**config.mk**
```make
export PLATFORM = sky130hd
export DESIGN_NAME = fdiv_seq_flat
export DESIGN_NICKNAME = d
export VERILOG_FILES = /design/src/rtl/fdiv_pkg.sv /design/src/rtl/fdiv_seq_if.sv /design/src/rtl/fdiv_classify.sv /design/src/rtl/fdiv_seq.sv /design/src/flat_wrapper.sv
export SDC_FILE = /design/constraint.sdc
export NUM_CORES = 1
export LEC_CHECK = 0
export ABC_AREA = 1
export BUFFER_PORTS_ARGS = -buffer_cell sky130_fd_sc_hd__clkbuf_2
export CAP_MARGIN = 15
export CORE_AREA = 3 3 183 185
export CTS_BUF_LIST = sky130_fd_sc_hd__clkbuf_8
export DETAILED_ROUTE_END_ITERATION = 6
export DIE_AREA = 0 0 186 188
export GPL_TIMING_DRIVEN = 0
export PLACE_DENSITY = 0.55
export SYNTH_ARGS = -nofsm -noshare
export SYNTH_HDL_FRONTEND = slang
export SYNTH_SLANG_ARGS = --single-unit
```
**constraint.sdc**
```tcl
create_clock -name clk -period 6.4 [get_ports clk]
set_input_delay 1.28 -clock clk [delete_from_list [all_inputs] [get_ports clk]]
set_output_delay 1.28 -clock clk [all_outputs]
set_load 0.02 [all_outputs]
```
**src/rtl/fdiv_pkg.sv**
```systemverilog
// rtl/fdiv_pkg.sv - shared types and constants for the sequential FP divider
package fdiv_pkg;

  localparam int EXP_W  = 8;
  localparam int FRAC_W = 23;
  localparam int BIAS   = 127;
  localparam int ITER_N = 26;

  localparam logic [31:0] QNAN = 32'h7FC0_0000;
  localparam logic [31:0] PINF = 32'h7F80_0000;

  typedef enum logic [2:0] {IDLE, PREP, ITER, NORM, DONE} state_t;

  typedef enum logic [1:0] {FC_ZERO, FC_INF, FC_NAN, FC_NORMAL} fclass_t;

  // Denormals share the zero class: they are flushed on input.
  function automatic fclass_t classify(input logic [30:0] v);
    if (v[30:23] == 8'h00) return FC_ZERO;
    if (v[30:23] == 8'hFF) return (v[22:0] == 23'd0) ? FC_INF : FC_NAN;
    return FC_NORMAL;
  endfunction

endpackage

```
**src/rtl/fdiv_seq_if.sv**
```systemverilog
// rtl/fdiv_seq_if.sv - start/busy/done request-result bundle for fdiv_seq
interface fdiv_seq_if;
  logic        start;
  logic [31:0] a;
  logic [31:0] b;
  logic        busy;
  logic        done;
  logic [31:0] y;
  logic        dz_flag;
  logic        nv_flag;

  modport master (output start, a, b, input busy, done, y, dz_flag, nv_flag);
  modport slave  (input start, a, b, output busy, done, y, dz_flag, nv_flag);
endinterface

```
**src/rtl/fdiv_classify.sv**
```systemverilog
// rtl/fdiv_classify.sv - combinational operand classifier for the divider
module fdiv_classify
  import fdiv_pkg::*;
(
  input  logic [30:0] i_a,
  input  logic [30:0] i_b,
  output fclass_t     o_cls_a,
  output fclass_t     o_cls_b
);

  assign o_cls_a = classify(i_a);
  assign o_cls_b = classify(i_b);

endmodule

```
**src/rtl/fdiv_seq.sv**
```systemverilog
// rtl/fdiv_seq.sv - iterative single-precision divider, one quotient bit per clock
// FDIV_RNE_EN selects round-to-nearest-even; otherwise the quotient is truncated.
module fdiv_seq
  import fdiv_pkg::*;
(
  input  logic       clk,
  input  logic       rst,
  fdiv_seq_if.slave  bus
);

  state_t             r_state, w_next;
  logic               w_busy, w_done;
  logic [31:0]        r_a, r_b;
  logic               r_sign;
  logic signed [9:0]  r_exp;
  logic [24:0]        r_rem;
  logic [23:0]        r_mb;
  logic [25:0]        r_q;
  logic [4:0]         r_cnt;
  logic               r_spec, r_spec_dz, r_spec_nv;
  logic [31:0]        r_spec_y;
  logic [31:0]        r_y;
  logic               r_dz, r_nv;

  fclass_t            w_cls_a, w_cls_b;
  logic               w_sign, w_spec, w_spec_dz, w_spec_nv;
  logic [31:0]        w_spec_y;
  logic signed [9:0]  w_exp;
  logic [24:0]        w_diff;
  logic [22:0]        w_mant;
  logic signed [9:0]  w_exp_n, w_exp_r;
  logic               w_inc;
  logic [23:0]        w_mant_r;
  logic [31:0]        w_res;
`ifdef FDIV_RNE_EN
  logic               w_g, w_s;
`endif

  fdiv_classify u_classify (
    .i_a     (r_a[30:0]),
    .i_b     (r_b[30:0]),
    .o_cls_a (w_cls_a),
    .o_cls_b (w_cls_b)
  );

  always_ff @(posedge clk or posedge rst) begin
    if (rst) r_state <= IDLE;
    else     r_state <= w_next;
  end

  always_comb begin
    w_next = r_state;
    w_busy = 1'b1;
    w_done = 1'b0;
    unique case (r_state)
      IDLE: begin
        w_busy = 1'b0;
        if (bus.start) w_next = PREP;
      end
      PREP: w_next = ITER;
      ITER: if (r_cnt == 5'(ITER_N - 1)) w_next = NORM;
      NORM: w_next = DONE;
      DONE: begin
        w_done = 1'b1;
        w_next = IDLE;
      end
      default: w_next = IDLE;
    endcase
  end

  // Special operands still walk the full pipeline so latency never varies.
  always_comb begin
    w_sign    = r_a[31] ^ r_b[31];
    w_exp     = $signed({2'b00, r_a[30:23]}) - $signed({2'b00, r_b[30:23]}) + 10'(BIAS);
    w_spec    = 1'b1;
    w_spec_y  = QNAN;
    w_spec_dz = 1'b0;
    w_spec_nv = 1'b0;
    if (w_cls_a == FC_NAN || w_cls_b == FC_NAN) begin
      w_spec_nv = 1'b1;
    end else if ((w_cls_a == FC_ZERO && w_cls_b == FC_ZERO) ||
                 (w_cls_a == FC_INF  && w_cls_b == FC_INF)) begin
      w_spec_nv = 1'b1;
    end else if (w_cls_a == FC_INF) begin
      w_spec_y = PINF | {w_sign, 31'd0};
    end else if (w_cls_b == FC_ZERO) begin
      w_spec_y  = PINF | {w_sign, 31'd0};
      w_spec_dz = 1'b1;
    end else if (w_cls_a == FC_ZERO || w_cls_b == FC_INF) begin
      w_spec_y = {w_sign, 31'd0};
    end else begin
      w_spec = 1'b0;
    end
  end

  assign w_diff = r_rem - {1'b0, r_mb};

  always_comb begin
    if (r_q[25]) begin
      w_mant  = r_q[24:2];
      w_exp_n = r_exp;
    end else begin
      w_mant  = r_q[23:1];
      w_exp_n = r_exp - 10'sd1;
    end
`ifdef FDIV_RNE_EN
    w_g   = r_q[25] ? r_q[1] : r_q[0];
    w_s   = (r_q[25] & r_q[0]) | (r_rem != 25'd0);
    w_inc = w_g & (w_s | w_mant[0]);
`else
    w_inc = 1'b0;
`endif
    w_mant_r = {1'b0, w_mant} + 24'(w_inc);
    w_exp_r  = w_exp_n + $signed({9'd0, w_mant_r[23]});
    if (r_spec)                     w_res = r_spec_y;
    else if (w_exp_r >= 10'sd255)   w_res = PINF | {r_sign, 31'd0};
    else if (w_exp_r <= 10'sd0)     w_res = {r_sign, 31'd0};
    else                            w_res = {r_sign, w_exp_r[7:0], w_mant_r[22:0]};
  end

  always_ff @(posedge clk or posedge rst) begin
    if (rst) begin
      r_a       <= '0;
      r_b       <= '0;
      r_sign    <= 1'b0;
      r_exp     <= '0;
      r_rem     <= '0;
      r_mb      <= '0;
      r_q       <= '0;
      r_cnt     <= '0;
      r_spec    <= 1'b0;
      r_spec_y  <= '0;
      r_spec_dz <= 1'b0;
      r_spec_nv <= 1'b0;
      r_y       <= '0;
      r_dz      <= 1'b0;
      r_nv      <= 1'b0;
    end else begin
      unique case (r_state)
        IDLE: if (bus.start) begin
          r_a  <= bus.a;
          r_b  <= bus.b;
          r_dz <= 1'b0;
          r_nv <= 1'b0;
        end
        PREP: begin
          r_sign    <= w_sign;
          r_exp     <= w_exp;
          r_rem     <= {2'b01, r_a[22:0]};
          r_mb      <= {1'b1, r_b[22:0]};
          r_q       <= '0;
          r_cnt     <= '0;
          r_spec    <= w_spec;
          r_spec_y  <= w_spec_y;
          r_spec_dz <= w_spec_dz;
          r_spec_nv <= w_spec_nv;
        end
        ITER: begin
          if (r_rem >= {1'b0, r_mb}) begin
            r_q   <= {r_q[24:0], 1'b1};
            r_rem <= {w_diff[23:0], 1'b0};
          end else begin
            r_q   <= {r_q[24:0], 1'b0};
            r_rem <= {r_rem[23:0], 1'b0};
          end
          r_cnt <= r_cnt + 5'd1;
        end
        NORM: begin
          r_y  <= w_res;
          r_dz <= r_spec_dz;
          r_nv <= r_spec_nv;
        end
        default: ;
      endcase
    end
  end

  assign bus.busy    = w_busy;
  assign bus.done    = w_done;
  assign bus.y       = r_y;
  assign bus.dz_flag = r_dz;
  assign bus.nv_flag = r_nv;

endmodule
```
**src/flat_wrapper.sv**
```systemverilog
// flat-port wrapper written by rule: the top's interface ports become plain ports
module fdiv_seq_flat import fdiv_pkg::*;
  (clk, rst, bus_start, bus_a, bus_b, bus_busy, bus_done, bus_y, bus_dz_flag, bus_nv_flag);
  fdiv_seq_if bus_i ();
  input  logic clk;
  input  logic rst;
  input wire logic [$bits(bus_i.start)-1:0] bus_start;
  input wire logic [$bits(bus_i.a)-1:0] bus_a;
  input wire logic [$bits(bus_i.b)-1:0] bus_b;
  output wire logic [$bits(bus_i.busy)-1:0] bus_busy;
  output wire logic [$bits(bus_i.done)-1:0] bus_done;
  output wire logic [$bits(bus_i.y)-1:0] bus_y;
  output wire logic [$bits(bus_i.dz_flag)-1:0] bus_dz_flag;
  output wire logic [$bits(bus_i.nv_flag)-1:0] bus_nv_flag;
  assign bus_i.start = bus_start;
  assign bus_i.a = bus_a;
  assign bus_i.b = bus_b;
  assign bus_busy = bus_i.busy;
  assign bus_done = bus_i.done;
  assign bus_y = bus_i.y;
  assign bus_dz_flag = bus_i.dz_flag;
  assign bus_nv_flag = bus_i.nv_flag;
  fdiv_seq u_core (.clk(clk), .rst(rst), .bus(bus_i));
endmodule
```
==> reports/results.tsv, run 1 <==
metric	value	unit
status	finished clean	
core footprint	32200	sq um
HP Class	flop to flop	
Routed WL	31500	um
commonest non-fill, non-tap cell in the layout	nand2_1	
crit path launch type	flop	
Slew HR	46.1	%
Die ar.	35000	sq um
post-DR vias/cell	4.84	
Leak	6.38	nW
CP Capture Type	flop	
Clock Sink Count	198	
hold buffer count at CTS	0	
most common flop cell mapped by yosys	dfrtp_1	
Post-layout nets	1658	
Die Span Y	188	um
Initial Util	34.8	%
area of the multi-input gates	5170	sq um
GRT overflow	0	
Fill cells	3452	
hpwl dp	24700	um
Via Count	9556	
max-slew violation count	0	
synthesized flop and latch total	198	
Worst-Skew Late Latency	0.50	ns
drt first-iter violations	515	
ant diodes	0	
Storage cell area	4950	sq um
synthesized cell area	11200	sq um
FP Rows	66	
Synth area leader	dfrtp_1	
antenna violations before repair	0	
final setup vio count	0	
Syn. warnings	0	
number of synthesized flops with an enable pin	0	
clk root buf	clkbuf_8	
vias in the first global route	9599	
post_cts resized	0	
RSZ-0062 raised after global routing	false	
final non-filler cell area	12700	sq um
DRC viols	0	
mean post-synth cell area	7.84	sq um
# H-tree levels	4	
area of placed instances	12300	sq um
f_max	359	MHz
DRT Pass-1 Iters	7	
Placer Congestion	0.957	
Cells after Synth	1427	
I/O Buffers	102	
Max clock buf depth	2	
CTS tree	yes	
data arrival time of the critical path	3.20	ns
Die Wd	186	um
crit-path max FO	10	
post-synth net total	1532	
all-layer global routing usage	18.9	%
max-cap violation count	0	
sequential area share after synthesis	44.3	%
Final min period	2.79	ns
Ports	103	
maximum vdd drop	198	uV
CTS Buf Count	17	
clk slew on worst S/H paths	0.12	ns
number of buffers added for setup after CTS	0	
Final period util	43.5	%
Final Hold Vio Count	0	
first-pass GRT wire length	51600	um
Synth top area share	44.3	%
share of layout cells above drive strength 1	14.8	%
worst-margin pin slew	0.809	ns
setup TNS	0	ns
pin count of the biggest net entering global routing	42	
Synth area leaders	dfrtp_1, nand2_1, inv_1, nor2_1, ha_1	
routed len/inst	15.9	um
PwrDens	580	nW/um^2
unique cell type count in the Yosys netlist	48	
Setup CP Type	flop to flop	
critical path data required time	6.81	ns
area grow syn2layout	13.4	%
minimum hold slack	0.481	ns
fraction of registers with async set/reset	100	%
most frequent cells in the layout	nand2_1, inv_1, dfrtp_1	
DRT antenna net count	0	
clk_skew	0.0250	ns
[final timing paths]
kind | start | endpoint | slack, ns | depth (start not counted)
worst max register to register | u_core.r_rem[20]$_DFFE_PP0P_ | u_core.r_rem[20]$_DFFE_PP0P_ | 3.61 | 11
max in group asynchronous | rst | u_core.r_b[30]$_DFFE_PP0P_ | 4.43 | 5
worst max-delay path | u_core.r_rem[20]$_DFFE_PP0P_ | u_core.r_rem[20]$_DFFE_PP0P_ | 3.61 | 11
worst min-delay path | u_core.r_cnt[3]$_DFFE_PP0P_ | u_core.r_cnt[3]$_DFFE_PP0P_ | 0.48 | 1
min in group asynchronous | rst | u_core.r_rem[24]$_DFFE_PP0P_ | 0.89 | 2
worst min register to register | u_core.r_cnt[3]$_DFFE_PP0P_ | u_core.r_cnt[3]$_DFFE_PP0P_ | 0.48 | 1
[metal layers]
layer	up-vias	GRT usage (%)	share of wire, %
met3	21	2.87	3.6
met5	-	0	0
met2	189	30.2	46
met4	0	4.27	1.3
met1	4532	27.0	49
li1	4814	-	-
[cells in the mapped netlist (2+ instances only)]
| master | instances |
|---|---|
| buf_2 | 5 |
| o21ai_2 | 20 |
| o31ai_1 | 5 |
| nor3_1 | 8 |
| o211ai_1 | 5 |
| o21ai_0 | 64 |
| clkbuf_1 | 28 |
| o22ai_1 | 28 |
| a22oi_1 | 2 |
| nor2_1 | 126 |
| xnor2_1 | 8 |
| a21oi_4 | 2 |
| buf_6 | 6 |
| nor4_1 | 4 |
| xor2_1 | 14 |
| nand2_1 | 365 |
| nor2_2 | 5 |
| nand3_1 | 67 |
| nand3b_1 | 4 |
| dfrtp_1 | 198 |
| inv_1 | 219 |
| nand3_2 | 2 |
| o21bai_1 | 4 |
| a21oi_1 | 71 |
| inv_2 | 7 |
| xor2_2 | 2 |
| mux2_2 | 32 |
| buf_1 | 6 |
| o21a_1 | 22 |
| nand3_4 | 3 |
| o21ai_1 | 7 |
| or2_2 | 2 |
| a21o_1 | 3 |
| nand4_1 | 30 |
| ha_1 | 36 |
| nand2_2 | 2 |
| nor3_2 | 3 |
| fa_1 | 2 |
[logic make-up after synthesis]
logic type	share of synthesized area [%]
simple gates	23.7
xor+xnor	2.01
compound gates	12.9
fa+ha+maj	4.38
flops	44.3
buf+inv	9.55
mux	3.22
[power breakdown]
part           internal, mW  switching [mW]
Sequential             1.74           0.322
Clock                 0.302           0.484
Combinational          1.54            2.97
Total                  3.58            3.78
[flip-flops by register name (all words and copies together), names as in the netlist, 3 cells and up]
signal / count
u_core.r_rem: 25
u_core.r_exp: 10
u_core.r_state: 3
u_core.bus.y: 32
u_core.r_cnt: 5
u_core.r_mb: 24
u_core.r_spec_y: 3
u_core.r_q: 26
u_core.r_b: 32
u_core.r_a: 32
[area by class of cell]
cell class	count	area share (%)
buffer	45	1.73
clock buffer	19	2.06
clock inverter	13	0.926
inverter	226	6.71
multi-input combinational	958	40.7
sequential	198	39.0
tap	408	4.02
timing repair buffer	107	4.81
[stage by stage]
stage | worst slack [ns] | power [mW] | instances | utilization (%)
2_1_floorplan | 2.56 | 5.30 | 1427 | -
3_3_place_gp | 1.15 | 6.53 | 1937 | 37.9
3_5_place_dp | 3.26 | 6.58 | 1942 | 38.3
4_1_cts | 3.57 | 7.40 | 1974 | 39.4
5_1_grt | 3.47 | 8.12 | 1974 | 39.4
6_report | 3.61 | 7.36 | 1974 | 39.4
[critical path: stages (launching register included)]
cell and delay [ns]:
dfrtp_1 0.41, ha_1 0.40, a21oi_1 0.39, nand2_1 0.12, nand2_1 0.07, nand2_1 0.09, a21oi_4 0.38, nand3_4 0.20
buf_6 0.21, nand3_1 0.15, nand3_1 0.11, a21oi_1 0.17
Note: power is estimated with default switching activity, not from simulation.
==> run 2, diff against run 1 <==
--- a/config.mk
+++ b/config.mk
@@ -5,13 +5,13 @@
 export SDC_FILE = /design/constraint.sdc
 export NUM_CORES = 1
 export LEC_CHECK = 0
-export ABC_AREA = 1
+export ABC_AREA = 0
 export BUFFER_PORTS_ARGS = -buffer_cell sky130_fd_sc_hd__clkbuf_2
 export CAP_MARGIN = 15
-export CORE_AREA = 3 3 183 185
+export CORE_AREA = 3 3 177 179
 export CTS_BUF_LIST = sky130_fd_sc_hd__clkbuf_8
 export DETAILED_ROUTE_END_ITERATION = 6
-export DIE_AREA = 0 0 186 188
+export DIE_AREA = 0 0 180 182
 export GPL_TIMING_DRIVEN = 0
 export PLACE_DENSITY = 0.55
 export SYNTH_ARGS = -nofsm -noshare
==> constraint.sdc (replaced) <==
create_clock -name clk -period 2.25 [get_ports clk]
set_input_delay 0.45 -clock clk [delete_from_list [all_inputs] [get_ports clk]]
set_output_delay 0.45 -clock clk [all_outputs]
set_load 0.02 [all_outputs]
==> reports/results.tsv, run 2 <==
metric	value	unit
Fill cells	2901	
worst-margin pin slew	0.791	ns
all-layer global routing usage	17.6	%
Synth area leaders	dfrtp_1, mux2_2, nand2_1, ha_1, o21ai_0	
post-synth net total	1137	
status	complete, but fails checks	
critical path data required time	2.61	ns
clk root buf	clkbuf_8	
HP Class	input port to asynchronous set/reset pin	
CTS Buf Count	17	
Ports	103	
worst-path cell chain	inv_2 -> ha_4 -> nor2b_4 -> o211ai_1 -> a211oi_2 -> o311ai_2 -> o2111ai_2 -> buf_6 -> buf_8 -> o211ai_1 -> o21ai_1	
count leader, synth	dfrtp_1	
most frequent cells in the layout	dfrtp_1, nand2_1, clkbuf_2	
Final min period	2.59	ns
# H-tree levels	4	
Slew HR	47.3	%
sequential area share after synthesis	47.8	%
Worst R2R Path Depth	11	
vias in the first global route	8510	
CP peak stage delay	0.42	ns
Leak	5.71	nW
post-DR vias/cell	5.20	
ant diodes	0	
antenna violations before repair	0	
f_max	386	MHz
Post-synth top cells	dfrtp_1, nand2_1, o21ai_0	
commonest non-fill, non-tap cell in the layout	dfrtp_1	
Top delay family on crit path	compound AO/OA/AOI/OAI gates	
Worst Slack Setup Final	-0.340	ns
Routed WL	28800	um
Die Span Y	182	um
FF-to-FF Start	u_core.r_mb[1]$_DFFE_PP0P_	
first-pass GRT wire length	46300	um
r2r setup slk	-0.34	ns
fraction of registers with async set/reset	100	%
Via Count	8370	
Post-layout nets	1311	
max-cap violation count	0	
DRC viols	0	
final setup vio count	58	
minimum hold slack	0.0446	ns
FP Rows	63	
Crit path top cell by count	o211ai_1	
WP buf/inv	3	
CP startpoint	u_core.r_mb[1]$_DFFE_PP0P_	
Crit-path slowest cell	dfrtp_1	
maximum vdd drop	641	uV
mean post-synth cell area	10.1	sq um
CP Capture Type	flop	
Die Wd	180	um
pin count of the biggest net entering global routing	40	
hpwl dp	20600	um
Synth top area share	47.8	%
most common flop cell mapped by yosys	dfrtp_1	
share of layout cells above drive strength 1	35.0	%
Placer Congestion	0.856	
Worst-Skew Late Latency	0.50	ns
Syn. warnings	0	
area grow syn2layout	27.4	%
FF-to-FF End	u_core.r_rem[3]$_DFFE_PP0P_	
DRT antenna net count	0	
Setup CP Type	flop to flop	
crit-path max FO	6	
Final period util	115	%
crit path launch type	flop	
Synth area leader	dfrtp_1	
drt first-iter violations	698	
Storage cell area	4960	sq um
Die ar.	32800	sq um
Clock Sink Count	198	
failing checks	negative setup slack	
area of the multi-input gates	5750	sq um
Cells after Synth	1032	
unique cell type count in the Yosys netlist	71	
routed len/inst	17.9	um
number of synthesized flops with an enable pin	0	
Max clock buf depth	2	
PwrDens	1730	nW/um^2
I/O Buffers	102	
CTS tree	yes	
CP Depth	11	
clk_skew	0.0229	ns
data arrival time of the critical path	2.95	ns
Final Hold Vio Count	0	
GRT overflow	0	
total chip power	22.9	mW
synthesized flop and latch total	198	
max-slew violation count	0	
core footprint	29700	sq um
DRT Pass-1 Iters	5	
crit path to	u_core.r_rem[3]$_DFFE_PP0P_	
RSZ-0062 raised after global routing	true	
synthesized cell area	10400	sq um
Initial Util	34.9	%
clk slew on worst S/H paths	0.13	ns
## run 2: cell types whose count changed after synthesis, moves of 27 or more
cell and change:
mux2_2 +27, nand2_1 -215, mux2i_1 +31, nand3_1 -54, nor2_1 -87, inv_1 -164
## run 2: worst reg2reg max path, stage by stage, from the launching register on
cell and delay, ns:
dfrtp_1 0.42, inv_2 0.09, ha_4 0.20, nor2b_4 0.12, o211ai_1 0.30, a211oi_2 0.16
o311ai_2 0.27, o2111ai_2 0.26, buf_6 0.22, buf_8 0.14, o211ai_1 0.20, o21ai_1 0.09
## run 2: worst min-delay path by stage
stage | endpoint | slack (ns) | cells after the start
after CTS | u_core.r_b[15]$_DFFE_PP0P_ | 0.04 | 2
after floorplan | u_core.r_mb[23]$_DFFE_PP0P_ | 0.42 | 2
after detailed placement | u_core.r_mb[23]$_DFFE_PP0P_ | 0.45 | 2
after global placement | u_core.r_mb[23]$_DFFE_PP0P_ | 0.44 | 2
after global routing | u_core.r_mb[19]$_DFFE_PP0P_ | 0.09 | 2
final | u_core.r_b[15]$_DFFE_PP0P_ | 0.04 | 2
## run 2: report_power, final
part	leakage, nW	switching, mW	internal, mW	total (mW)
logic	3.03	7.56	6.53	14.1
registers	2.47	1.35	4.99	6.33
clock network	0.212	1.56	0.877	2.44
total	5.71	10.5	12.4	22.9
## run 2: cell families after synthesis
| logic type | share of synthesized area (%) |
|---|---|
| buffers and inverters | 4.37 |
| adders and majority gates | 4.73 |
| muxes | 9.40 |
| and+or+nand+nor | 13.4 |
| AOI/OAI and AO/OA | 17.2 |
| xor gates and xnor gates | 3.20 |
| DFF | 47.8 |
## run 2: what timing repair did
action | CTS | global route
endpoints found under the setup margin | 140 | 140
pin swaps | 43 | 34
gates resized for setup | 117 | 68
hold buffers | 0 | 0
buffers inserted | 30 | 17
cloned | 4 | 1
## run 2: area by class of cell
| type | count | area share [%] |
|---|---|---|
| Buffer | 48 | 2.24 |
| Clock buffer | 17 | 1.77 |
| Clock inverter | 15 | 1.45 |
| Inverter | 56 | 1.62 |
| Multi-Input combinational cell | 727 | 43.5 |
| Sequential cell | 198 | 37.5 |
| Tap cell | 390 | 3.69 |
| Timing Repair Buffer | 158 | 8.19 |
## run 2: per-stage QoR
step	instances	worst slack [ns]	setup TNS, ns	utilization, %	instance area (sq um)
5_1_grt	1609	-0.476	-18.83	44.5	13200
3_5_place_dp	1529	-0.719	-58.51	39.0	11600
4_1_cts	1594	-0.288	-10.94	43.3	12900
3_3_place_gp	1524	-2.13	-475.78	38.7	11500
6_report	1609	-0.340	-11.70	44.5	13200
2_1_floorplan	1032	-0.760	-152.20	-	10500
## run 2: per-layer routing
metal	part of all wire, %	track usage [%]
met5	0	0
met4	2.4	6.31
met3	4.0	2.66
met2	46	28.1
met1	47	24.3
==> run 3, diff against run 2 <==
--- a/config.mk
+++ b/config.mk
@@ -7,13 +7,14 @@
 export LEC_CHECK = 0
 export ABC_AREA = 0
 export BUFFER_PORTS_ARGS = -buffer_cell sky130_fd_sc_hd__clkbuf_2
-export CAP_MARGIN = 15
+export CAP_MARGIN = 20
 export CORE_AREA = 3 3 177 179
 export CTS_BUF_LIST = sky130_fd_sc_hd__clkbuf_8
 export DETAILED_ROUTE_END_ITERATION = 6
 export DIE_AREA = 0 0 180 182
 export GPL_TIMING_DRIVEN = 0
 export PLACE_DENSITY = 0.55
+export SKIP_CTS_REPAIR_TIMING = 1
 export SYNTH_ARGS = -nofsm -noshare
 export SYNTH_HDL_FRONTEND = slang
 export SYNTH_SLANG_ARGS = --single-unit
==> reports/results.tsv, run 3 (synthesized netlist as in run 2, its figures left out) <==
metric	value	unit
hpwl dp	20600	um
DRT antenna net count	0	
pre-CTS setup slack	-0.716	ns
maximum vdd drop	671	uV
crit-path max FO	7	
HP Class	input port to asynchronous set/reset pin	
Die ar.	32800	sq um
all-layer global routing usage	16.9	%
GRT overflow	0	
PwrDens	1720	nW/um^2
minimum hold slack	0.0402	ns
GR Util met2	27.3	%
Ports	103	
routed len/inst	17.7	um
setup TNS	-10.54	ns
antenna violations before repair	0	
drt first-iter violations	632	
max-slew violation count	0	
CTS Buf Count	17	
status	complete, but fails checks	
data arrival time of the critical path	2.88	ns
critical path data required time	2.59	ns
post-DR vias/cell	5.18	
Placer Congestion	0.856	
Worst-Skew Late Latency	0.50	ns
Die Wd	180	um
crit path launch type	flop	
Final Hold Vio Count	0	
share of layout cells above drive strength 1	33.4	%
Leak	5.62	nW
first-pass GRT wire length	44400	um
area grow syn2layout	25.7	%
GR met3 Demand/Resource	2.62	%
clk slew on worst S/H paths	0.13	ns
RSZ-0062 raised after global routing	true	
CP Capture Type	flop	
clk root buf	clkbuf_8	
f_max	393	MHz
Worst Slack Setup Final	-0.298	ns
Slew HR	47.6	%
area of the multi-input gates	5670	sq um
Max clock buf depth	2	
total chip power	22.4	mW
Setup CP Type	flop to flop	
Via Count	8273	
final setup vio count	58	
Fill cells	2900	
Post-layout nets	1300	
Initial Util	34.9	%
# H-tree levels	4	
Storage cell area	4960	sq um
I/O Buffers	102	
ant diodes	0	
Final period util	113	%
Routed WL	28300	um
commonest non-fill, non-tap cell in the layout	dfrtp_1	
FP Rows	63	
failing checks	negative setup slack	
Final min period	2.55	ns
Final Util	43.9	%
met1 usage in global routing	23.6	%
worst-margin pin slew	0.786	ns
most used routing layer	met2	
clk_skew	0.0230	ns
DRC viols	0	
Clock Sink Count	198	
CTS tree	yes	
max-cap violation count	0	
DRT Pass-1 Iters	5	
vias in the first global route	8195	
Die Span Y	182	um
most frequent cells in the layout	dfrtp_1, nand2_1, clkbuf_2	
core footprint	29700	sq um
pin count of the biggest net entering global routing	40	
-- run 3: cell types whose count changed in the layout (fill, tap and decap cells not counted), sizes merged --
cell	previous run	this run
buf	74	62
clkbuf	149	150
-- run 3: per-layer routing --
layer,vias to the layer above,wire (um),share of wire [%]
met5,-,0,0
met4,0,586,2.1
met3,37,1110,3.9
met2,179,13100,46
met1,4054,13500,48
li1,4003,-,-
-- run 3: path summary, 6_finish.rpt --
| path | from | endpoint | slack [ns] | cells after the start |
|---|---|---|---|---|
| setup / recovery | u_core.r_rem[18]$_DFFE_PP0P_ | u_core.r_rem[5]$_DFFE_PP0P_ | -0.30 | 10 |
| min in group clk | bus_b[25] | u_core.r_b[25]$_DFFE_PP0P_ | 0.15 | 3 |
| hold / removal | rst | u_core.r_b[15]$_DFFE_PP0P_ | 0.04 | 2 |
| max in group asynchronous | rst | u_core.r_b[23]$_DFFE_PP0P_ | 1.05 | 5 |
| setup reg to reg | u_core.r_rem[18]$_DFFE_PP0P_ | u_core.r_rem[5]$_DFFE_PP0P_ | -0.30 | 10 |
| hold reg to reg | u_core.r_mb[23]$_DFFE_PP0P_ | u_core.r_mb[23]$_DFFE_PP0P_ | 0.47 | 2 |
-- run 3: through the flow --
step                      instance area (sq um)  std cells
after global routing                      13000       1598
after detailed placement                  11600       1529
after CTS                                 12000       1561
after global placement                    11500       1524
after floorplan                           10500       1032
final                                     13000       1598
-- run 3: power by group --
| part | total, mW | internal [mW] | switching (mW) |
|---|---|---|---|
| clock network | 2.43 | 0.877 | 1.55 |
| logic | 13.7 | 6.27 | 7.39 |
| registers | 6.35 | 4.99 | 1.36 |
| total | 22.4 | 12.1 | 10.3 |
-- run 3: layout make-up --
type	count	area share, %
Buffer	50	2.58
Clock buffer	17	1.79
Clock inverter	15	1.47
Inverter	56	1.64
Multi-Input combinational cell	727	43.4
Sequential cell	198	38.1
Tap cell	390	3.74
Timing Repair Buffer	145	7.27
-- run 3: worst max-delay path, stage by stage (launching register included) --
cell,delay (ns)
dfrtp_2,0.47
ha_4,0.32
nand3_2,0.14
nor3_4,0.28
nor3b_4,0.27
o311ai_4,0.15
o2111ai_4,0.16
buf_6,0.15
mux2_2,0.32
nor2_1,0.08
a31oi_1,0.06
